## config.mk

```make
export PLATFORM = sky130hd
export DESIGN_NAME = npc_pc_unit
export DESIGN_NICKNAME = d
export VERILOG_FILES = /design/src/rtl/npc_pc_unit_pkg.sv /design/src/rtl/npc_target_calc.sv /design/src/rtl/npc_pc_unit.sv
export SDC_FILE = /design/constraint.sdc
export NUM_CORES = 1
export LEC_CHECK = 0
export CAP_MARGIN = 30
export CORE_ASPECT_RATIO = 0.7
export CORE_MARGIN = 1.5
export CORE_UTILIZATION = 50
export CTS_CLUSTER_SIZE = 12
export DETAILED_ROUTE_END_ITERATION = 16
export GPL_TIMING_DRIVEN = 1
export HOLD_SLACK_MARGIN = 0.15
export PLACE_DENSITY = 0.95
export SYNTH_ARGS = -nofsm -noshare
export SYNTH_HDL_FRONTEND = slang
export SYNTH_SLANG_ARGS = --single-unit
```

## constraint.sdc

```tcl
create_clock -name clk -period 8.45 [get_ports clk]
set_clock_uncertainty 0.2 [all_clocks]
set_input_delay 1.69 -clock clk [delete_from_list [all_inputs] [get_ports clk]]
set_output_delay 1.69 -clock clk [all_outputs]
set_load 0.005 [all_outputs]
```

## src/rtl/npc_pc_unit_pkg.sv

```systemverilog
`default_nettype none
// ============================================================================
// Module      : npc_pc_unit_pkg
// Description : Shared definitions for the fetch-side PC unit: next-PC
//               operation encodings and default address-map constants.
// Revision    : 1.0 - initial release
// ============================================================================
package npc_pc_unit_pkg;

  // Next-PC operation selected by the D-stage instruction
  typedef enum logic [1:0] {
    NPC_OP_PC4    = 2'd0,
    NPC_OP_BRANCH = 2'd1,
    NPC_OP_JIMM   = 2'd2,
    NPC_OP_JREG   = 2'd3
  } npc_op_e;

  // Default address map (32-bit values, narrowed/widened by the top)
  localparam logic [31:0] PKG_RESET_PC = 32'h0000_3000;
  localparam logic [31:0] PKG_EXC_VEC  = 32'h0000_4180;
  localparam logic [31:0] PKG_TEXT_LO  = 32'h0000_3000;
  localparam logic [31:0] PKG_TEXT_HI  = 32'h0000_6FFC;

endpackage : npc_pc_unit_pkg
`default_nettype wire

```

## src/rtl/npc_target_calc.sv

```systemverilog
`default_nettype none
// ============================================================================
// Module      : npc_target_calc
// Description : Combinational redirect-target arithmetic for the D stage.
//   pc_d_i       in  D-stage instruction address
//   instr_idx_i  in  instruction bits [25:0] (j index / branch offset)
//   rs_val_i     in  forwarded rs value
//   br_tgt_o     out pc_d + 4 + (sext(offset) << 2)
//   j_tgt_o      out {pc_d[ADDR_W-1:28], index, 2'b00}
//   jr_tgt_o     out rs value
//   pc8_o        out pc_d + 8 (link value)
// Revision    : 1.0 - initial release
// ============================================================================
module npc_target_calc #(
  parameter int ADDR_W = 32
) (
  input  logic [ADDR_W-1:0] pc_d_i,
  input  logic [25:0]       instr_idx_i,
  input  logic [ADDR_W-1:0] rs_val_i,
  output logic [ADDR_W-1:0] br_tgt_o,
  output logic [ADDR_W-1:0] j_tgt_o,
  output logic [ADDR_W-1:0] jr_tgt_o,
  output logic [ADDR_W-1:0] pc8_o
);

  logic [ADDR_W-1:0] w_br_off;

  // Word offset, sign-extended to the full datapath; all sums wrap silently
  assign w_br_off = {{(ADDR_W-18){instr_idx_i[15]}}, instr_idx_i[15:0], 2'b00};
  assign br_tgt_o = pc_d_i + ADDR_W'(4) + w_br_off;
  assign pc8_o    = pc_d_i + ADDR_W'(8);
  assign jr_tgt_o = rs_val_i;

  // With a 28-bit datapath there is no region field to carry over
  generate
    if (ADDR_W > 28) begin : g_j_region
      assign j_tgt_o = {pc_d_i[ADDR_W-1:28], instr_idx_i, 2'b00};
    end else begin : g_j_flat
      assign j_tgt_o = {instr_idx_i, 2'b00};
    end
  endgenerate

endmodule : npc_target_calc
`default_nettype wire

```

## src/rtl/npc_pc_unit.sv

```systemverilog
`default_nettype none
// ============================================================================
// Module      : npc_pc_unit
// Description : Fetch-stage program counter with next-PC selection,
//               exception/eret redirection and illegal-fetch capture.
//   clk, reset    clock, asynchronous active-high reset
//   stall         hold pc_F
//   instr_D, pc_D D-stage instruction and address
//   npc_op_D      PC4 / BRANCH / JIMM / JREG
//   br_taken_D    branch condition result
//   rs_val_D      jr target
//   exc_req       enter exception vector
//   eret_req      return to epc
//   pc_F          current fetch address
//   pc8_D         link value pc_D + 8
//   fetch_exc_F   pc_F misaligned or outside the text window
//   bad_pc(_valid) first faulting fetch address, held until exc_req
// Revision    : 1.0 - initial release
// ============================================================================
module npc_pc_unit
  import npc_pc_unit_pkg::*;
#(
  parameter int                ADDR_W   = 32,
  parameter logic [ADDR_W-1:0] RESET_PC = ADDR_W'(PKG_RESET_PC),
  parameter logic [ADDR_W-1:0] EXC_VEC  = ADDR_W'(PKG_EXC_VEC),
  parameter logic [ADDR_W-1:0] TEXT_LO  = ADDR_W'(PKG_TEXT_LO),
  parameter logic [ADDR_W-1:0] TEXT_HI  = ADDR_W'(PKG_TEXT_HI)
) (
  input  logic              clk,
  input  logic              reset,
  input  logic              stall,
  input  logic [31:0]       instr_D,
  input  logic [ADDR_W-1:0] pc_D,
  input  logic [1:0]        npc_op_D,
  input  logic              br_taken_D,
  input  logic [ADDR_W-1:0] rs_val_D,
  input  logic              exc_req,
  input  logic              eret_req,
  input  logic [ADDR_W-1:0] epc,
  output logic [ADDR_W-1:0] pc_F,
  output logic [ADDR_W-1:0] pc8_D,
  output logic              fetch_exc_F,
  output logic [ADDR_W-1:0] bad_pc,
  output logic              bad_pc_valid
);

  logic [ADDR_W-1:0] pc_q, pc_d;
  logic [ADDR_W-1:0] bad_pc_q, bad_pc_d;
  logic              bad_vld_q, bad_vld_d;
  logic [ADDR_W-1:0] br_tgt, j_tgt, jr_tgt;
  npc_op_e           op;
  logic              unused_instr_hi;

  assign op              = npc_op_e'(npc_op_D);
  assign unused_instr_hi = ^instr_D[31:26];

  npc_target_calc #(
    .ADDR_W (ADDR_W)
  ) u_tgt (
    .pc_d_i      (pc_D),
    .instr_idx_i (instr_D[25:0]),
    .rs_val_i    (rs_val_D),
    .br_tgt_o    (br_tgt),
    .j_tgt_o     (j_tgt),
    .jr_tgt_o    (jr_tgt),
    .pc8_o       (pc8_D)
  );

  // Wrapped or out-of-window addresses are followed, then flagged here
  assign fetch_exc_F = (pc_q[1:0] != 2'b00) || (pc_q < TEXT_LO) || (pc_q > TEXT_HI);

  // Next-PC priority: exception, eret, stall, then D-stage redirect
  always_comb begin
    pc_d = pc_q + ADDR_W'(4);
    if (exc_req) begin
      pc_d = EXC_VEC;
    end else if (eret_req) begin
      pc_d = epc;
    end else if (stall) begin
      pc_d = pc_q;
    end else begin
      unique case (op)
        NPC_OP_BRANCH: if (br_taken_D) pc_d = br_tgt;
        NPC_OP_JIMM:   pc_d = j_tgt;
        NPC_OP_JREG:   pc_d = jr_tgt;
        default:       pc_d = pc_q + ADDR_W'(4);
      endcase
    end
  end

  // Keep only the first fault; consuming it (exc_req) beats a new capture
  always_comb begin
    bad_pc_d  = bad_pc_q;
    bad_vld_d = bad_vld_q;
    if (exc_req) begin
      bad_vld_d = 1'b0;
    end else if (fetch_exc_F && !stall && !bad_vld_q) begin
      bad_pc_d  = pc_q;
      bad_vld_d = 1'b1;
    end
  end

  always_ff @(posedge clk or posedge reset) begin
    if (reset) begin
      pc_q      <= RESET_PC;
      bad_pc_q  <= '0;
      bad_vld_q <= 1'b0;
    end else begin
      pc_q      <= pc_d;
      bad_pc_q  <= bad_pc_d;
      bad_vld_q <= bad_vld_d;
    end
  end

  assign pc_F         = pc_q;
  assign bad_pc       = bad_pc_q;
  assign bad_pc_valid = bad_vld_q;

endmodule : npc_pc_unit
`default_nettype wire
```

==> flow_summary.yaml, run 1 <==
outcome:
  outcome: "complete, no violations"
timing:
  setup_viol: 0
  timing.final.crit_share_pct: 79.58
  tightestPinTransition_ns: 0.8599
  maxSlewViolCount: 0
  final_period_minus_worst_setup_slack_ns: 6.725
  achievable-frequency_ghz: 0.1487
  setup_total_negative_slack_ns: 0
  worst_slew_margin_rel_pct: 42.67
  postLayoutSetupSlackWorst_ns: 1.725
  rsz0062_at_grt: "no"
  final-hold-violation-count: 0
clock_network:
  clkSinkCount: 65
  cts.repair_timing.setup_buffer_count: 0
  cts-hold-fix-buffers: 0
  post_cts_resized: 0
  cts_tree: "yes"
  cts_max_level: 3
  worst_skew_pair.late_latency_ns: 0.33
  clock-root-buffer: "sky130_fd_sc_hd__clkbuf_16"
  tritoncts_buffers: 9
  clk_path_buf_depth: 2
  clk_pin_slew_worst_paths_ns: 0.05
placed_design:
  gpl.final_weighted_congestion: 0.9272
  portBuffers: 227
  placed_insts: 1196
  pre_cts_slack_ns: 1.720
  placement.cell_area_um2: 9065
  hpwl_detailed_mm: 18.14
cells_and_area:
  post-route-util_pct: 71.15
  drive_gt1_share_pct: 6.794
  postLayoutCellArea_um2: 9348
  final_net_count: 1237
  finish.cell_count_without_fillers: 1211
  area_growth_pct: 39.38
  num_antenna_cells: 0
  nFillCells: 1054
  area_of_the_multi_input_gates_um2: 4798
  area.sequential_um2: 1629
worst_setup_path:
  worst_path_dominant_cell_family: "simple AND/OR/NAND/NOR gates"
  worst_setup_path_start_kind: "input port"
  required_worst_endpoint_ns: 6.56
  worstSetupPathType: "in -> out"
  path_buf_inv: 2
  path_cells: "clkdlybuf4s50_1 -> ha_1 -> nand3_1 -> nor4_1 -> and3_1 -> nor2b_1 -> nand3_1 -> xnor2_1 -> clkdlybuf4s50_1"
  critPathMaxFanout: 5
  cp.arrival_ns: 4.83
  timing.critical_path.slowest_stage_cell: "sky130_fd_sc_hd__nor4_1"
  cpPeakStageDelay_ns: 0.59
  timing.critical_path.to_type: "output pin"
synth:
  synthMostInstantiatedCell: "sky130_fd_sc_hd__nand2_1"
  synth_area_leader_cell: "sky130_fd_sc_hd__dfrtp_1"
  netlist_area_um2: 6706
  synth_top_area_share_pct: 23.51
  ys_top_cells_by_count: "88 x sky130_fd_sc_hd__nand2_1, 80 x sky130_fd_sc_hd__nor2_1, 72 x sky130_fd_sc_hd__a21oi_1, 63 x sky130_fd_sc_hd__dfrtp_1, 59 x sky130_fd_sc_hd__ha_1"
  number_of_enable_flip_flop_cells_after_synthesis: 0
  ys_warn_count: 0
  synthesis.nets: 1036
  synth_seq_cells: 65
  synthCells: 840
  synth.distinct_cells: 69
  synth.avg_cell_area_um2: 7.984
  postSynth.topFlopCell: "sky130_fd_sc_hd__dfrtp_1"
  async_reset_ff_share_pct: 100.0
  synth.area.top_cells: "sky130_fd_sc_hd__dfrtp_1 24%, sky130_fd_sc_hd__ha_1 11%, sky130_fd_sc_hd__xnor2_1 5.5%"
  synth-seq-area-share_pct: 24.29
worst_hold_path:
  hold_path_class: "reg -> reg"
die:
  starting_utilization_of_the_core_area_pct: 51.05
  top_level_ports: 234
  core.rowCount: 35
  die_h_um: 99.90
  chipWidth_um: 141.4
  core_area_um2: 13140
  floorplan.die_area_um2: 14130
power_and_ir_drop:
  power_per_cell_area_nw_per_um2: 133.2
  irDropWorstVdd_mv: 0.08796
  leakage_nw: 3.929
global_routing:
  grt_start_max_net_pins: 66
  use_met3_pct: 7.681
  overflow: 0
  grt_util_met1_pct: 41.81
  grt_pass1_wl_mm: 36.35
  grt_use_met2_pct: 54.60
  antenna_found_initial: 0
  top_usage_layer: "met2"
  gr-usage-all-layers_pct: 32.58
  grt_pass1_vias: 7227
routing:
  via_count: 7582
  dr.pass1.iters: 6
  postRouteWirelength_mm: 23.82
  dr.first_iter.drc_count: 705
  drt-wirelength-per-cell_um: 19.67
  via_per_inst: 6.261
  drc: 0
  final_antenna_net_count: 0
job:
  max-cap-violations: 0
[cells in the final DEF, fill, tap and decap left out, drive strengths merged, types with 3 or more instances in the layout]
master / n
a211o: 4
a211oi: 11
a21boi: 3
a21o: 9
a21oi: 72
a221oi: 4
a22oi: 4
a31oi: 6
and2: 4
and3: 20
and4: 3
buf: 9
clkbuf: 13
clkdlybuf4s50: 227
dfrtp: 63
ha: 59
inv: 23
mux2: 32
mux2i: 11
mux4: 4
nand2: 88
nand2b: 3
nand3: 39
nand4: 10
nor2: 81
nor2b: 8
nor3: 16
nor4: 8
o211ai: 13
o21a: 7
o21ai: 56
o21bai: 4
o221ai: 5
o22ai: 10
o31ai: 5
or2: 3
or3: 3
xnor2: 42
xor2: 30
[registers in the layout, summed over array words and instances, names as in the netlist]
register and flops:
pc_F 32, bad_pc_valid 1, bad_pc 32
[kinds of logic (layout without fill, tap and decap cells)]
| group | Yosys count | count (layout) | share of synthesized area, % |
|---|---|---|---|
| muxes | 47 | 47 | 8.358 |
| and+or+nand+nor | 289 | 289 | 20.09 |
| xor gates and xnor gates | 72 | 72 | 9.403 |
| AOI/OAI and AO/OA | 237 | 237 | 22.39 |
| adders and majority gates | 60 | 60 | 11.31 |
| DFF | 65 | 65 | 24.29 |
| buffers and inverters | 70 | 275 | 4.160 |
[area by class of cell]
type | instances | share of cell area, %
clock buffer | 13 | 2.891
clock inverter | 2 | 0.1339
inverter | 24 | 0.9637
multi-input combinational | 705 | 51.33
sequential | 65 | 17.43
tap | 166 | 2.222
timing repair buffer | 236 | 25.03
[per-layer routing]
| layer | vias up | share of wire [%] |
|---|---|---|
| met1 | 3519 | 40 |
| met5 | - | 0 |
| met4 | 0 | 3.0 |
| met3 | 74 | 11 |
| met2 | 508 | 46 |
| li1 | 3481 | - |
[report_power, final]
| group | leakage, nW | switching [mW] | internal [mW] | total, mW |
|---|---|---|---|---|
| combinational | 2.96 | 0.232 | 0.267 | 0.499 |
| clock | 0.138 | 0.135 | 0.221 | 0.356 |
| sequential | 0.831 | 0.0402 | 0.350 | 0.390 |
| total | 3.93 | 0.407 | 0.838 | 1.24 |
[worst paths after layout]
path,from,end,slack (ns),cells after the start
setup / recovery,pc_D[3],pc8_D[31],1.73,9
hold / removal,bad_pc[22],bad_pc[22],0.30,2
setup reg to reg,pc_F[7],pc_F[19],5.32,9
hold reg to reg,bad_pc[22],bad_pc[22],0.30,2
max in group asynchronous,reset,bad_pc_valid,5.73,3
min in group asynchronous,reset,bad_pc[2],1.75,3
[worst reg2reg max path, delay by kind of cell (launching register included)]
family           cells  cell delay, ns
AO/OA/AOI/OAI        4            0.74
flip-flops           1            0.53
multiplexers         1            0.34
AND/OR/NAND/NOR      4            1.18
[stage by stage]
step	power, mW	hold WS, ns
after global routing	1.301	0.3153
after CTS	1.238	0.2991
after floorplan	0.6444	0.2733
final	1.245	0.2980
after global placement	0.8701	0.2658
after detailed placement	0.8843	0.2871
(Power assumes the default switching activity.)
==> run 2, diff against run 1 <==
Settings changed: CORE_UTILIZATION 50 to 47, PLACE_DENSITY 0.95 to 0.93.
Clock period 8.45 ns to 6.4 ns, I/O delays scaled along.
==> flow_summary.yaml, run 2 (synthesis gave the netlist of run 1 again) <==
clock_network:
  cts_tree: "yes"
  cts.repair_timing.setup_buffer_count: 0
  clk_pin_slew_worst_paths_ns: 0.05
  post_cts_resized: 0
  cts-hold-fix-buffers: 0
  tritoncts_buffers: 9
  clk_path_buf_depth: 2
  worst_skew_pair.late_latency_ns: 0.33
  cts_max_level: 3
  clkSinkCount: 65
  clock-root-buffer: "sky130_fd_sc_hd__clkbuf_16"
worst_setup_path:
  cpPeakStageDelay_ns: 0.66
  required_worst_endpoint_ns: 4.92
  worst_path_dominant_cell_family: "simple AND/OR/NAND/NOR gates"
  timing.critical_path.slowest_stage_cell: "sky130_fd_sc_hd__nor4_1"
  worstSetupPathType: "in -> out"
  timing.critical_path.to_type: "output pin"
  r2r_setup_slack_ns: 3.29
  path_buf_inv: 2
  cp.arrival_ns: 4.41
  critPathMaxFanout: 5
  worst_setup_path_start_kind: "input port"
  path_cells: "clkdlybuf4s50_1 -> ha_1 -> nand3_1 -> nor4_1 -> and3_1 -> nor2b_1 -> nand3_1 -> xnor2_1 -> clkdlybuf4s50_1"
die:
  starting_utilization_of_the_core_area_pct: 48.18
  core.rowCount: 36
  floorplan.die_area_um2: 15010
  die_h_um: 102.9
  chipWidth_um: 145.8
  top_level_ports: 234
  core_area_um2: 13920
placed_design:
  gpl.final_weighted_congestion: 0.9273
  hpwl_detailed_mm: 18.15
  portBuffers: 227
timing:
  achievable-frequency_ghz: 0.1698
  maxSlewViolCount: 0
  setup_total_negative_slack_ns: 0
  rsz0062_at_grt: "no"
  final_period_minus_worst_setup_slack_ns: 5.891
  final-hold-violation-count: 0
  timing.final.crit_share_pct: 92.04
  worst_slew_margin_rel_pct: 42.36
  tightestPinTransition_ns: 0.8646
  setup_viol: 0
global_routing:
  antenna_found_initial: 0
  grt_pass1_vias: 7332
  grt_pass1_wl_mm: 37.00
  grt_start_max_net_pins: 66
  grt_use_met2_pct: 51.32
  grt_util_met1_pct: 40.00
  top_usage_layer: "met2"
  gr-usage-all-layers_pct: 31.06
  use_met3_pct: 6.372
  overflow: 0
power_and_ir_drop:
  irDropWorstVdd_mv: 0.1481
  leakage_nw: 3.945
  power_per_cell_area_nw_per_um2: 177.3
routing:
  via_count: 7615
  dr.pass1.iters: 6
  postRouteWirelength_mm: 23.65
  drc: 0
  via_per_inst: 6.161
  dr.first_iter.drc_count: 633
  drt-wirelength-per-cell_um: 19.13
  final_antenna_net_count: 0
cells_and_area:
  final_net_count: 1238
  num_antenna_cells: 0
  post-route-util_pct: 67.53
  area_growth_pct: 40.15
  final_common_cell: "sky130_fd_sc_hd__clkdlybuf4s50_1"
  drive_gt1_share_pct: 6.883
  most-common-layout-cells: "227 x sky130_fd_sc_hd__clkdlybuf4s50_1, 88 x sky130_fd_sc_hd__nand2_1, 80 x sky130_fd_sc_hd__nor2_1, 72 x sky130_fd_sc_hd__a21oi_1, 63 x sky130_fd_sc_hd__dfrtp_1"
outcome:
  outcome: "complete, no violations"
job:
  max-cap-violations: 0
worst_hold_path:
  hold_path_class: "reg -> reg"
## run 2: changes by cell type in the layout (fill, tap and decap cells not counted), sizes merged
| cell | change |
|---|---|
| buf | +1 |
| bufinv | +1 |
| clkbuf | -1 |
| clkinv | +1 |
| clkinvlp | -1 |
## run 2: per-layer routing
layer  wire length [um]  part of all wire (%)  vias to the layer above
li1                   -                     -                     3478
met1               9579                    41                     3580
met2              10850                    46                      476
met3               2355                    10                       81
met4                862                   3.6                        0
met5                  0                     0                        -
## run 2: final timing paths
kind,startpoint,to,depth (start not counted)
max in group asynchronous,reset,bad_pc[25],3
min in group asynchronous,reset,bad_pc[2],3
min reg2reg,bad_pc[22],bad_pc[22],2
max,pc_D[3],pc8_D[31],9
min,bad_pc[22],bad_pc[22],2
max reg2reg,pc_F[7],pc_F[19],9
## run 2: layout make-up
class | instances | area [um^2]
Clock inverter | 3 | 40.04
Clock buffer | 12 | 256.5
Timing Repair Buffer | 237 | 2347
Sequential cell | 65 | 1629
Tap cell | 190 | 237.7
Multi-Input combinational cell | 705 | 4798
Inverter | 24 | 90.09
Fill cell | 1133 | 4519
## run 2: metrics by stage
stage / power (mW) / cells / hold slack [ns] / worst slack [ns] / area, um^2
6_report: 1.666 / 1236 / 0.2836 / 0.5093 / 9399
5_1_grt: 1.748 / 1236 / 0.3151 / 0.2394 / 9399
4_1_cts: 1.659 / 1236 / 0.2880 / 0.5469 / 9399
3_5_place_dp: 1.166 / 1221 / 0.2766 / 0.5793 / 9102
3_3_place_gp: 1.149 / 1221 / 0.2628 / 0.6387 / 9102
2_1_floorplan: 0.8507 / 840 / 0.2733 / 2.184 / 6706
## run 2: worst reg2reg max path: cells and delay by family (launching register included)
kind	cells	cell delay [ns]
compound gates	4	0.74
flops	1	0.51
mux	1	0.36
simple gates	4	1.17
## run 2: power by group
group | switching, mW | leakage [nW] | internal (mW)
Clock | 0.175 | 0.148 | 0.319
Sequential | 0.0513 | 0.831 | 0.462
Combinational | 0.307 | 2.97 | 0.353
Total | 0.533 | 3.94 | 1.13
==> run 3, diff against run 2 <==
Settings changed: PLACE_DENSITY 0.93 to unset, PLACE_DENSITY_LB_ADDON set to 0.05, SKIP_LAST_GASP set to 1.
==> flow_summary.yaml, run 3 (synthesis gave the netlist of run 1 again) <==
cells_and_area:
  final_net_count: 1241
  most-common-layout-cells: "227 x sky130_fd_sc_hd__clkdlybuf4s50_1, 88 x sky130_fd_sc_hd__nand2_1, 80 x sky130_fd_sc_hd__nor2_1, 72 x sky130_fd_sc_hd__a21oi_1, 63 x sky130_fd_sc_hd__dfrtp_1"
  final_common_cell: "sky130_fd_sc_hd__clkdlybuf4s50_1"
  num_antenna_cells: 0
  drive_gt1_share_pct: 7.238
  area_growth_pct: 40.84
clock_network:
  cts-hold-fix-buffers: 0
  cts_max_level: 3
  clk_pin_slew_worst_paths_ns: 0.06
  clkSinkCount: 65
  clock-root-buffer: "sky130_fd_sc_hd__clkbuf_16"
  clk_path_buf_depth: 2
  cts_tree: "yes"
  cts.repair_timing.setup_buffer_count: 0
  post_cts_resized: 0
  worst_skew_pair.late_latency_ns: 0.34
  tritoncts_buffers: 9
worst_setup_path:
  path_buf_inv: 2
  timing.critical_path.to_type: "output pin"
  timing.critical_path.slowest_stage_cell: "sky130_fd_sc_hd__nor4_1"
  worstSetupPathType: "in -> out"
  critPathMaxFanout: 5
  cpPeakStageDelay_ns: 0.59
  path_cells: "clkdlybuf4s50_1 -> ha_1 -> nand3_1 -> nor4_1 -> and3_1 -> nor2b_1 -> nand3_1 -> xnor2_1 -> clkdlybuf4s50_1"
  cp.arrival_ns: 4.27
  worst_path_dominant_cell_family: "simple AND/OR/NAND/NOR gates"
  required_worst_endpoint_ns: 4.92
  worst_setup_path_start_kind: "input port"
placed_design:
  pre_cts_slack_ns: 0.6566
  hpwl_detailed_mm: 17.68
  gpl.final_weighted_congestion: 0.8850
  portBuffers: 227
global_routing:
  grt_start_max_net_pins: 66
  gr-usage-all-layers_pct: 30.03
  use_met3_pct: 7.389
  grt_pass1_vias: 6647
  grt_util_met1_pct: 40.69
  overflow: 0
  grt_use_met2_pct: 49.71
  grt_pass1_wl_mm: 35.37
  antenna_found_initial: 0
  top_usage_layer: "met2"
timing:
  worst_slew_margin_rel_pct: 43.32
  final-hold-violation-count: 0
  setup_viol: 0
  timing.final.crit_share_pct: 89.88
  setup_total_negative_slack_ns: 0
  maxSlewViolCount: 0
  rsz0062_at_grt: "no"
  postLayoutSetupSlackWorst_ns: 0.6474
  tightestPinTransition_ns: 0.8502
  achievable-frequency_ghz: 0.1738
  final_period_minus_worst_setup_slack_ns: 5.753
outcome:
  outcome: "complete, no violations"
power_and_ir_drop:
  irDropWorstVdd_mv: 0.1437
  leakage_nw: 3.956
  power_per_cell_area_nw_per_um2: 180.2
worst_hold_path:
  hold_path_class: "reg -> reg"
routing:
  drt-wirelength-per-cell_um: 18.50
  final_antenna_net_count: 0
  drc: 0
  dr.first_iter.drc_count: 532
  via_count: 7248
  dr.pass1.iters: 5
  postRouteWirelength_mm: 22.93
  via_per_inst: 5.845
die:
  core_area_um2: 13920
  top_level_ports: 234
  floorplan.die_area_um2: 15010
  core.rowCount: 36
  die_h_um: 102.9
  starting_utilization_of_the_core_area_pct: 48.18
  chipWidth_um: 145.8
job:
  max-cap-violations: 0
run 3: report_power, final:
part | switching, mW | total (mW) | internal [mW]
sequential | 0.0507 | 0.512 | 0.462
combinational | 0.301 | 0.655 | 0.354
clock | 0.193 | 0.535 | 0.342
run 3: metal layers:
metal  share of wire (%)  wire, um  vias to the layer above
met2                  46     10510                      304
met5                   0         0                        -
met1                  44     10160                     3410
met3                 8.5      1953                       35
met4                 1.4       312                        0
li1                    -         -                     3499
run 3: stage by stage:
step	hold WS [ns]	cells	instance area [um^2]	power, mW	util [%]
floorplan	0.2733	840	6706	0.8507	-
global placement	0.2644	1224	9125	1.161	65.56
detailed placement	0.2699	1224	9125	1.167	65.56
CTS	0.2824	1240	9445	1.700	67.86
global route	0.3142	1240	9445	1.791	67.86
finish	0.2772	1240	9445	1.702	67.86
run 3: final cells by class:
| class | instances | area [um^2] |
|---|---|---|
| Multi-Input combinational cell | 705 | 4798 |
| Fill cell | 1229 | 4473 |
| Timing Repair Buffer | 240 | 2370 |
| Sequential cell | 65 | 1629 |
| Tap cell | 190 | 237.7 |
| Clock buffer | 10 | 229.0 |
| Clock inverter | 6 | 91.34 |
| Inverter | 24 | 90.09 |
run 3: worst paths after layout:
check,from,to,slack (ns),cells past startpoint
setup / recovery,pc_D[3],pc8_D[29],0.65,9
hold / removal,bad_pc[22],bad_pc[22],0.28,2
setup reg to reg,pc_F[7],pc_F[19],3.32,9
hold reg to reg,bad_pc[22],bad_pc[22],0.28,2
max in group asynchronous,reset,bad_pc[20],4.12,3
min in group asynchronous,reset,bad_pc[2],1.31,3
run 3: worst reg2reg max path: stages (launching register included):
cell	delay, ns
sky130_fd_sc_hd__dfrtp_1	0.50
sky130_fd_sc_hd__and4_4	0.29
sky130_fd_sc_hd__or4b_4	0.53
sky130_fd_sc_hd__nor2_4	0.20
sky130_fd_sc_hd__mux2_1	0.34
sky130_fd_sc_hd__a221o_1	0.33
sky130_fd_sc_hd__a21oi_1	0.18
sky130_fd_sc_hd__o31a_1	0.16
sky130_fd_sc_hd__or3_1	0.12
sky130_fd_sc_hd__a21oi_1	0.07
